File: config.mk
export PLATFORM = sky130hd
export DESIGN_NAME = lsu
export DESIGN_NICKNAME = d
export VERILOG_FILES = /design/src/rtl/lsu_pkg.sv /design/src/rtl/lsu_load_ext.sv /design/src/rtl/lsu.sv
export SDC_FILE = /design/constraint.sdc
export NUM_CORES = 1
export LEC_CHECK = 0
export ABC_AREA = 1
export ABC_CLOCK_PERIOD_IN_PS = 2400
export CORE_UTILIZATION = 30
export DETAILED_ROUTE_END_ITERATION = 10
export HOLD_SLACK_MARGIN = 0.1
export PLACE_DENSITY_LB_ADDON = 0.15
export SETUP_SLACK_MARGIN = 0.15
export SLEW_MARGIN = 20
export SYNTH_ARGS = -nofsm -noshare
export SYNTH_HDL_FRONTEND = slang
export SYNTH_SLANG_ARGS = --single-unit
File: constraint.sdc
create_clock -name clk_in -period 2.4 [get_ports clk_in]
set_input_delay 0.48 -clock clk_in [delete_from_list [all_inputs] [get_ports clk_in]]
set_output_delay 0.48 -clock clk_in [all_outputs]
set_load 0.03 [all_outputs]
File: src/rtl/lsu_pkg.sv
// Shared op encodings, FSM state type and op-classification helpers for the
// load/store execution unit.
package lsu_pkg;

    localparam int OP_W = 6;

    // Memory op encodings; every code from LB up to LHU is a load, above it a store.
    localparam logic [OP_W-1:0] OP_LB  = 6'd11;
    localparam logic [OP_W-1:0] OP_LH  = 6'd12;
    localparam logic [OP_W-1:0] OP_LW  = 6'd13;
    localparam logic [OP_W-1:0] OP_LBU = 6'd14;
    localparam logic [OP_W-1:0] OP_LHU = 6'd15;
    localparam logic [OP_W-1:0] OP_SB  = 6'd16;
    localparam logic [OP_W-1:0] OP_SH  = 6'd17;
    localparam logic [OP_W-1:0] OP_SW  = 6'd18;

    typedef enum logic [1:0] {
        ST_IDLE   = 2'd0,
        ST_ACCESS = 2'd1,
        ST_DONE   = 2'd2
    } lsu_state_t;

    // True for any load op.
    function automatic logic is_load_op(input logic [OP_W-1:0] op);
        return (op >= OP_LB) && (op <= OP_LHU);
    endfunction

    // Number of byte accesses the op needs on the memory-controller port.
    function automatic logic [2:0] byte_count(input logic [OP_W-1:0] op);
        case (op)
            OP_LB, OP_LBU, OP_SB: return 3'd1;
            OP_LH, OP_LHU, OP_SH: return 3'd2;
            default:              return 3'd4;
        endcase
    endfunction

endpackage

File: src/rtl/lsu_load_ext.sv
// Combinational load-data extension: sign- or zero-extends the assembled raw
// word according to the load op.
module lsu_load_ext
    import lsu_pkg::*;
#(
    parameter int W = 32
) (
    input  logic [OP_W-1:0] op,
    input  logic [W-1:0]    raw,
    output logic [W-1:0]    result
);

    // Pick the extension from the op; word loads and anything else pass through.
    always_comb begin
        result = raw;
        case (op)
            OP_LB:   result = {{(W-8){raw[7]}}, raw[7:0]};
            OP_LH:   result = {{(W-16){raw[15]}}, raw[15:0]};
            OP_LBU:  result = {{(W-8){1'b0}}, raw[7:0]};
            OP_LHU:  result = {{(W-16){1'b0}}, raw[15:0]};
            default: result = raw;
        endcase
    end

endmodule

File: src/rtl/lsu.sv
// Load/store execution unit: takes one op from the LSB, walks it byte by byte
// over the memory-controller port, and broadcasts load results on the CDB.
module lsu
    import lsu_pkg::*;
#(
    parameter int ADDR_W   = 32,
    parameter int ROB_ID_W = 5
) (
    input  logic                clk_in,
    input  logic                rst_in,
    input  logic                rdy_in,
    input  logic                en_signal_from_lsb,
    input  logic [OP_W-1:0]     inst_name_from_lsb,
    input  logic [ADDR_W-1:0]   mem_addr_from_lsb,
    input  logic [ADDR_W-1:0]   store_value_from_lsb,
    input  logic [ROB_ID_W-1:0] rob_id_from_lsb,
    output logic                busy_to_lsb,
    output logic                valid_to_cdb,
    output logic [ADDR_W-1:0]   result_to_cdb,
    output logic [ROB_ID_W-1:0] rob_id_to_cdb,
    output logic                mem_en_to_mc,
    output logic                mem_wr_to_mc,
    output logic [ADDR_W-1:0]   mem_addr_to_mc,
    output logic [7:0]          mem_data_to_mc,
    input  logic [7:0]          mem_data_from_mc,
    input  logic                mem_done_from_mc,
    input  logic                rollback_flag_from_rob
);

    lsu_state_t          state_reg, state_next;
    logic [OP_W-1:0]     op_reg, op_next;
    logic [ADDR_W-1:0]   addr_reg, addr_next;
    logic [ADDR_W-1:0]   store_reg, store_next;
    logic [ROB_ID_W-1:0] rob_reg, rob_next;
    logic [2:0]          idx_reg, idx_next;
    logic [2:0]          len_reg, len_next;
    logic                kill_reg, kill_next;

    logic [3:0]          lane_we;
    logic                result_clr;
    logic [ADDR_W-1:0]   result_raw;
    logic [ADDR_W-1:0]   result_ext;
    logic                op_is_load;
    logic                in_access;
    logic [7:0]          store_byte;

    assign op_is_load = is_load_op(op_reg);
    assign in_access  = (state_reg == ST_ACCESS);
    assign store_byte = store_reg[{idx_reg[1:0], 3'b000} +: 8];

    // Next-state and datapath-control logic for the byte sequencer.
    always_comb begin
        state_next = state_reg;
        op_next    = op_reg;
        addr_next  = addr_reg;
        store_next = store_reg;
        rob_next   = rob_reg;
        idx_next   = idx_reg;
        len_next   = len_reg;
        kill_next  = kill_reg;
        lane_we    = 4'b0000;
        result_clr = 1'b0;
        case (state_reg)
            ST_IDLE: begin
                // A load racing a flush is speculative garbage; stores are
                // already committed and always go ahead.
                if (en_signal_from_lsb &&
                    !(is_load_op(inst_name_from_lsb) && rollback_flag_from_rob)) begin
                    op_next    = inst_name_from_lsb;
                    addr_next  = mem_addr_from_lsb;
                    store_next = store_value_from_lsb;
                    rob_next   = rob_id_from_lsb;
                    idx_next   = 3'd0;
                    len_next   = byte_count(inst_name_from_lsb);
                    kill_next  = 1'b0;
                    result_clr = 1'b1;
                    state_next = ST_ACCESS;
                end
            end
            ST_ACCESS: begin
                if (op_is_load && rollback_flag_from_rob) begin
                    kill_next = 1'b1;
                end
                // The outstanding byte is always allowed to finish; a killed
                // load simply stops issuing further bytes.
                if (mem_done_from_mc) begin
                    if (op_is_load) begin
                        lane_we[idx_reg[1:0]] = 1'b1;
                    end
                    idx_next = idx_reg + 3'd1;
                    if ((idx_reg + 3'd1 == len_reg) || kill_next) begin
                        state_next = ST_DONE;
                    end
                end
            end
            ST_DONE: begin
                kill_next  = 1'b0;
                state_next = ST_IDLE;
            end
            default: begin
                state_next = ST_IDLE;
            end
        endcase
    end

    // Control and operand registers; a low rdy_in freezes everything.
    always_ff @(posedge clk_in or negedge rst_in) begin
        if (!rst_in) begin
            state_reg <= ST_IDLE;
            op_reg    <= '0;
            addr_reg  <= '0;
            store_reg <= '0;
            rob_reg   <= '0;
            idx_reg   <= '0;
            len_reg   <= '0;
            kill_reg  <= 1'b0;
        end else if (rdy_in) begin
            state_reg <= state_next;
            op_reg    <= op_next;
            addr_reg  <= addr_next;
            store_reg <= store_next;
            rob_reg   <= rob_next;
            idx_reg   <= idx_next;
            len_reg   <= len_next;
            kill_reg  <= kill_next;
        end
    end

    // One byte lane of the load result register per generated block; each
    // lane captures the returned byte when its index completes.
    for (genvar gi = 0; gi < 4; gi++) begin : g_lane
        logic [7:0] lane_reg;

        // Capture returned read data into this lane.
        always_ff @(posedge clk_in or negedge rst_in) begin
            if (!rst_in) begin
                lane_reg <= 8'h00;
            end else if (rdy_in) begin
                if (result_clr) begin
                    lane_reg <= 8'h00;
                end else if (lane_we[gi]) begin
                    lane_reg <= mem_data_from_mc;
                end
            end
        end

        assign result_raw[gi*8 +: 8] = lane_reg;
    end

    if (ADDR_W > 32) begin : g_raw_hi
        assign result_raw[ADDR_W-1:32] = '0;
    end

    lsu_load_ext #(
        .W (ADDR_W)
    ) u_load_ext (
        .op     (op_reg),
        .raw    (result_raw),
        .result (result_ext)
    );

    // Outputs are decoded from registered state so reset forces them low and
    // a frozen unit keeps presenting the same values.
    assign busy_to_lsb    = rst_in && ((state_reg != ST_IDLE) || en_signal_from_lsb);
    assign mem_en_to_mc   = in_access;
    assign mem_wr_to_mc   = in_access && !op_is_load;
    assign mem_addr_to_mc = in_access ? (addr_reg + ADDR_W'(idx_reg)) : '0;
    assign mem_data_to_mc = (in_access && !op_is_load) ? store_byte : 8'h00;
    assign valid_to_cdb   = (state_reg == ST_DONE) && op_is_load &&
                            !kill_reg && !rollback_flag_from_rob;
    assign result_to_cdb  = valid_to_cdb ? result_ext : '0;
    assign rob_id_to_cdb  = valid_to_cdb ? rob_reg : '0;

endmodule

-- Word level (Yosys, flattened, before mapping)
Index checks and enable logic that the tools add are counted.
- word-level logic and storage cells: 104
- output and inout bits: 81
- register bits: 116
- input port bits: 89
- equal/unequal tests: 16
- $add $sub $neg: 2
- shifts and indexed selects: 1
- magnitude comparators: 6
- reductions and logical operators: 35
- muxes and demuxes: 32
- operator list (cell ; count):
    $pmux W32 S4 ; 1
    $mux W8 ; 9
    $mux W32 ; 2
    $eq A6 B4 Y1 const B ; 8
    $add A32 B3 Y32 ; 1
    $shiftx A32 B6 Y8 ; 1
    $eq A6 B5 Y1 const B ; 2
    $ge A6 B4 Y1 const B ; 2
    $le A6 B4 Y1 const B ; 2
    $mux W4 ; 3
    $pmux W3 S2 ; 2
    $reduce_bool A2 Y1 ; 6
    $logic_and A1 B1 Y1 ; 11
    $reduce_and A2 Y1 ; 4
    $reduce_and A4 Y1 ; 2
    $mux W1 ; 6
    $mux W2 ; 3
    $mux W3 ; 2
    $reduce_and A3 Y1 ; 2
    $reduce_or A3 Y1 ; 2
    $mux W5 ; 1
    $logic_not A1 Y1 ; 4
    $ne A2 B2 Y1 const B ; 2
    $pmux W2 S2 ; 1
    other kinds (12) ; 13

-- Depth between registers and ports, before layout
Gate-level depths: netlist (run 1).
- depth in word-level cells: 9
- depth in mapped cells: 14
- mapped depth without buffers: 12

-- Hierarchy
From an unflattened synthesis (run 1), not the netlist that was laid out.
- cells, all modules: 964
- area total of the unflattened synthesis: 6917.9 um^2
- modules (own cells, without submodules) (module ; cells an instance ; sequential area each (um^2) ; area each (um^2) ; instances):
    lsu ; 877 ; 2902.8 ; 6416.2 ; 1
    lsu_load_ext ; 87 ; 0.0 ; 501.7 ; 1

-- Worst setup path after synthesis (run 1)
Ideal clock, no wire load.
- path type: reg-to-output
- from: reg idx_reg[0]
- to: out mem_addr_to_mc[14]
- data arrival time: 2098 ps
- cell stages (with the launch flop): 11
- slack: -178 ps
- data required time: 1920 ps
- path buffers: 0
- cells stage by stage: dfrtp_1 -> ha_1 -> fa_1 -> nand2_1 -> nand2_1 -> nand2_1 -> nor2_1 -> nand2_1 -> nor2_1 -> nor2_1 -> a211oi_1
- cells in the longest elaborated chain, start to end: 2
- RTL lines (what ; line ; RTL):
    start, declared ; lsu.sv:35 ; logic [2:0] idx_reg, idx_next;
    start signal, assigned ; lsu.sv:123 ; idx_reg <= idx_next;
    $add A32 B3 Y32 ; lsu.sv:167 ; assign mem_addr_to_mc = in_access ? (addr_reg + ADDR_W'(idx_reg)) : '0;
    $mux W32 ; lsu.sv:167 ;
    end, declared ; lsu.sv:23 ; output logic [ADDR_W-1:0] mem_addr_to_mc,
Every way passes these cells.

-- Final worst setup path (run 1)
- from: reg idx_reg[2]
- to: out mem_addr_to_mc[29]
Same word-level chain as after synthesis.

==> flow_summary.ini, run 1 <==
[run_status]
status = finished with violations
violations = negative setup slack

[routing]
drt_iter0_markers = 373
drc = 0
detail-route-antenna-nets = 0
wl_per_cell_um = 15.0
vias_per_cell = 4.60
drt-total-wl_um = 21600
drtPass1Iterations = 4
vias = 6605

[die]
dieArea_um2 = 23000
boundaryPins = 170
die_width_um = 152
rows = 54
initial_core_util_pct = 30.7
design.core.area_um2 = 21900
die_y_um = 152

[placed_design]
gp_congestion = 0.907
placed_cells = 1378
io_buffers = 169
post-dp-hpwl_um = 15100

[synthesis]
synth_top_area_share_pct = 43.2
ys_top_cells_by_area = dfrtp_1, nand2_1, nor2_1
synth_nets = 1018
synth_edf_count = 0
netlist_instances = 921
syn_area_um2 = 6720
yosysTopAreaCell = dfrtp_1
ys_async_sr_fraction_pct = 100
ys_seq_area_share_pct = 43.2
synth_ff_type = dfrtp_1
yosysWarnings = 0
synth_seq_cells = 116
ys_types = 35
avgSynthCellArea_um2 = 7.29

[job]
drv_cap = 0

[grt]
grt_antenna_before_repair = 0
grt_max_degree = 117
grt_usage_pct = 19.3
grt_pass1_wl_um = 33700
grt_pass1_vias = 6558
grt-ovfl-total = 0

[timing]
slew_violations = 0
grt_setup_unrepaired = yes
finalWorstSetupSlack_ns = -0.289
slew_headroom_pct = 55.0
finClkSkew_ns = 0.00692
max_freq_mhz = 372
finalHoldViolations = 0
period_needed_ns = 2.69
max_slew.worst_pin.slew_ns = 0.675
whs_ns = 0.210
setup_viol = 72
fin_setup_tns_ns = -11.12
finalCritPeriodShare_pct = 112

[setup_path]
required_ns = 1.92
criticalPathCategory = reg2out
reg2reg_to = state_reg[0]$_DFFE_PN0P_
cp_data_arrival_time_ns = 2.21
rr_startpoint = idx_reg[0]$_DFFE_PN0P_
start_kind = register
cp_max_fo = 4
regToRegSetupSlack_ns = 0.40
reg2regPathDepth = 14
endpoint_kind = output pin

[min_path]
hp-class = in2async

[cells_and_area]
final_common_cell = nand2_1
final_util_pct = 49.1
fin_nets = 1241
finalNonFillerCells = 1437
syn_to_final_growth_pct = 59.9
drive_above_1_share_pct = 30.7
final_cell_mix = nand2_1, dfrtp_1, inv_1, clkdlybuf4s50_1, buf_6

[power_and_ir_drop]
leakagePower_uw = 0.00483
irDropWorstVdd_v = 0.000582
pwr_density_cell_nw_per_um2 = 1050

[clock_tree]
htree_num_levels = 4
root_buffer = clkbuf_16
clkTransAtPathRegs_ns = 0.06
cts_buffer_depth = 2
cts_tree = yes
cts_hold_buf = 0
clock_latency_ns = 0.42
cts_made_buffers = 17
cts.sinks = 116
## worst max-delay path, stage by stage (launching register included)
cell,delay [ns]
dfrtp_1,0.41
ha_4,0.30
or2_4,0.12
nand3b_1,0.18
buf_6,0.19
nor2_4,0.11
nand2_2,0.06
xor2_1,0.15
nor2_1,0.11
buf_4,0.17
## where the power goes
part	switching [uW]	total [uW]	internal, uW	leakage (uW)
clock network	904	2640	1730	0.000295
registers	577	3300	2730	0.00148
logic	3270	5370	2100	0.00306
total	4750	11300	6560	0.00483
## final cells by class
class,instances,area (um2)
antenna,1,2.50
clock buffer,23,488
clock inverter,8,124
fill,2160,11200
inverter,104,423
multi-input combinational,670,3920
sequential,116,2910
tap,280,350
timing repair buffer,232,2470
timing repair inverter,3,52.6
## per-stage QoR
step	power, uW	area (um2)	worst slack (ns)
CTS	11200	10500	-0.375
global route	12100	10700	-0.406
global placement	7940	8930	-0.0100
floorplan	6260	6820	-0.00395
detailed placement	7970	8930	-0.0387
finish	11300	10700	-0.289
## cell families (layout without fill, tap and decap cells)
| family | Yosys count | in the layout | share of synthesized area [%] |
|---|---|---|---|
| buffers and inverters | 135 | 370 | 9.39 |
| and+or+nand+nor | 518 | 518 | 32.7 |
| adders and majority gates | 8 | 8 | 1.60 |
| AOI/OAI and AO/OA | 133 | 133 | 11.7 |
| other | 0 | 1 | 0 |
| xor gates and xnor gates | 11 | 11 | 1.43 |
| DFF | 116 | 116 | 43.2 |
## synth_stat cells (all sizes together) (2+ instances only)
cell type and instances:
a21oi 45, buf 22, clkbuf 8, clkinv 2, dfrtp 116, ha 7
inv 102, nand2 312, nand3 60, nand3b 2, nand4 5, nor2 119
nor3 18, o21ai 85, xor2 11
## how the worst max path moves through the flow
| stage | startpoint | to | depth (start not counted) |
|---|---|---|---|
| finish | idx_reg[2]$_DFFE_PN0P_ | mem_addr_to_mc[29] | 9 |
| global route | addr_reg[2]$_DFFE_PN0P_ | mem_addr_to_mc[29] | 9 |
| CTS | addr_reg[0]$_DFFE_PN0P_ | mem_addr_to_mc[20] | 11 |
| detailed placement | rollback_flag_from_rob | result_to_cdb[2] | 7 |
| global placement | rollback_flag_from_rob | result_to_cdb[2] | 7 |
| floorplan | op_reg[3]$_DFFE_PN0P_ | mem_data_to_mc[0] | 7 |
## what timing repair did
action | in CTS | in global routing
pin swaps | 29 | 25
setup buffers | 16 | 7
setup endpoints to repair | 77 | 78
gates resized for setup | 203 | 53
cloned | 4 | 0
## metal layers
metal | vias to the layer above | share of wire (%) | global-route usage [%]
met5 | - | 0 | 0
met1 | 3084 | 46 | 25.9
met2 | 151 | 48 | 30.7
met4 | 0 | 1.8 | 6.63
met3 | 25 | 4.4 | 4.19
li1 | 3345 | - | -
No activity file was read; power rests on OpenSTA's default activity.
==> run 2, diff against run 1 <==
CTS_CLUSTER_DIAMETER = 200   (was default)
MAX_ROUTING_LAYER = met4   (was default)
==> run 2 against run 1 <==
  * The run still ends with negative setup slack left
  * Final cell count is the same
  * Power is essentially flat
  * Non-clock buffer count is the same
  * Critical endpoint is now mem_addr_to_mc[24]
==> flow_summary.ini, run 2 (same netlist as run 1, synthesis figures left out) <==
[setup_path]
worst-path-buf-inv = 3
path_common_cell = nand2_2
critPathTopFamily = adder cells
endpoint_kind = output pin
criticalPathCategory = reg2out
cp_max_fo = 3
cp_data_arrival_time_ns = 2.21
cpPeakStageDelay_ns = 0.38
required_ns = 1.92
crit_chain = ha_2, fa_2, nand2_2, nand2_4, nand2_4, inv_2, nand2_2, inv_2, nand2_2, xor2_2, nor2_4, buf_6
start_kind = register
crit_slowest_cell = dfrtp_1

[clock_tree]
root_buffer = clkbuf_16
clkTransAtPathRegs_ns = 0.06
cts_buffer_depth = 2
cts_made_buffers = 17
clock_latency_ns = 0.42
htree_num_levels = 4
cts.sinks = 116
cts_tree = yes

[cells_and_area]
final_cell_mix = nand2_1, dfrtp_1, inv_1, clkdlybuf4s50_1, buf_6
final_common_cell = nand2_1
syn_to_final_growth_pct = 59.9
final_area_um2 = 10700
fin_nets = 1241
drive_above_1_share_pct = 30.7

[grt]
grt_pass1_vias = 6551
grt_antenna_before_repair = 0
grt_max_degree = 117
grt_usage_pct = 19.9
grt-ovfl-total = 0
grt_pass1_wl_um = 33800

[power_and_ir_drop]
leakagePower_uw = 0.00483
clock_power_share_pct = 23.3
p_sw_uw = 4750
combPwrFrac_pct = 47.5
intPower_uw = 6560
total_power_uw = 11300
netSwitchingFraction_pct = 42.0
irDropWorstVdd_v = 0.000583
p_seq_share_pct = 29.2
pwr_density_cell_nw_per_um2 = 1050

[timing]
period_needed_ns = 2.69
grt_setup_unrepaired = yes
setup_viol = 72
slew_violations = 0
finClkSkew_ns = 0.00735
max_freq_mhz = 372
finalCritPeriodShare_pct = 112
finalHoldViolations = 0
max_slew.worst_pin.slew_ns = 0.643
finalWorstSetupSlack_ns = -0.290
slew_headroom_pct = 57.1

[die]
initial_core_util_pct = 30.7
die_y_um = 152
boundaryPins = 170
dieArea_um2 = 23000
die_width_um = 152
rows = 54
design.core.area_um2 = 21900

[routing]
vias = 6624
drt-total-wl_um = 21500
drt_iter0_markers = 380
wl_per_cell_um = 15.0
vias_per_cell = 4.61
drtPass1Iterations = 4
detail-route-antenna-nets = 0
drc = 0

[run_status]
status = finished with violations
violations = negative setup slack

[placed_design]
post-dp-hpwl_um = 15100
io_buffers = 169
postPlaceCellArea_um2 = 8930
gp_congestion = 0.922

[job]
drv_cap = 0

[min_path]
hp-class = in2async
## run 2: cell counts in the layout (fill, tap and decap cells not counted)
Identical to the previous run, type by type.
## run 2: area by class of cell
cell class	instances	area, um2
flip-flops and latches	116	2910
well taps	280	350
diodes	1	2.50
repair inverters	3	52.6
clock buffers	23	488
repair buffers	232	2470
inverters	104	423
multi-input cells	670	3920
fillers	2160	11200
clock inverters	8	124
## run 2: metrics by stage
stage | setup slack [ns] | instances | setup TNS (ns) | hold slack [ns] | utilization (%)
final | -0.290 | 1437 | -11.11 | 0.227 | 49.1
after floorplan | -0.00395 | 921 | -0.0316 | 0.184 | -
after global placement | -0.0100 | 1378 | -0.0199 | 0.456 | 40.8
after detailed placement | -0.0387 | 1378 | -0.0856 | 0.463 | 40.8
after global routing | -0.406 | 1436 | -19.05 | 0.280 | 49.0
after CTS | -0.375 | 1429 | -11.78 | 0.259 | 47.9
## run 2: worst register-to-register path, delay by kind of cell (launching register included)
family / cells / cell delay, ns
AND/OR/NAND/NOR: 9 / 0.60
buffers and inverters: 4 / 0.61
adder cells (fa/ha/maj): 1 / 0.32
flip-flops: 1 / 0.35
## run 2: timing repair
action	4_1_cts	5_1_grt
gates cloned	4	0
endpoints found under the hold margin	0	0
pin swaps	29	25
resized for setup	203	53
hold buffers	0	0
endpoints found under the setup margin	77	78
setup buffers	16	7
## run 2: worst paths after layout
kind | from | to | slack (ns) | cells after the start
min reg2reg | store_reg[30]$_DFFE_PN0P_ | store_reg[30]$_DFFE_PN0P_ | 0.47 | 2
max | idx_reg[0]$_DFFE_PN0P_ | mem_addr_to_mc[24] | -0.29 | 12
min | rst_in | addr_reg[16]$_DFFE_PN0P_ | 0.23 | 2
min in group clk_in | store_reg[30]$_DFFE_PN0P_ | store_reg[30]$_DFFE_PN0P_ | 0.47 | 2
max in group asynchronous | rst_in | store_reg[1]$_DFFE_PN0P_ | 1.70 | 2
max reg2reg | idx_reg[0]$_DFFE_PN0P_ | state_reg[0]$_DFFE_PN0P_ | 0.41 | 14
## run 2: per-layer routing
metal  vias up  global-route usage (%)  routed length, um
li1       3344                       -                  -
met5         -                       -                  0
met2       164                    30.7              10300
met3        25                    3.83                938
met1      3091                    26.2               9950
met4         0                    6.63                392
## run 2: power groups by stage
stage          logic [uW]  clock network [uW]  registers (uW)
2_1_floorplan        3110                   0            3150
4_1_cts              5200                2710            3280
3_5_place_dp         4680                   0            3290
5_1_grt              5900                2800            3400
6_report             5370                2640            3300
3_3_place_gp         4650                   0            3280
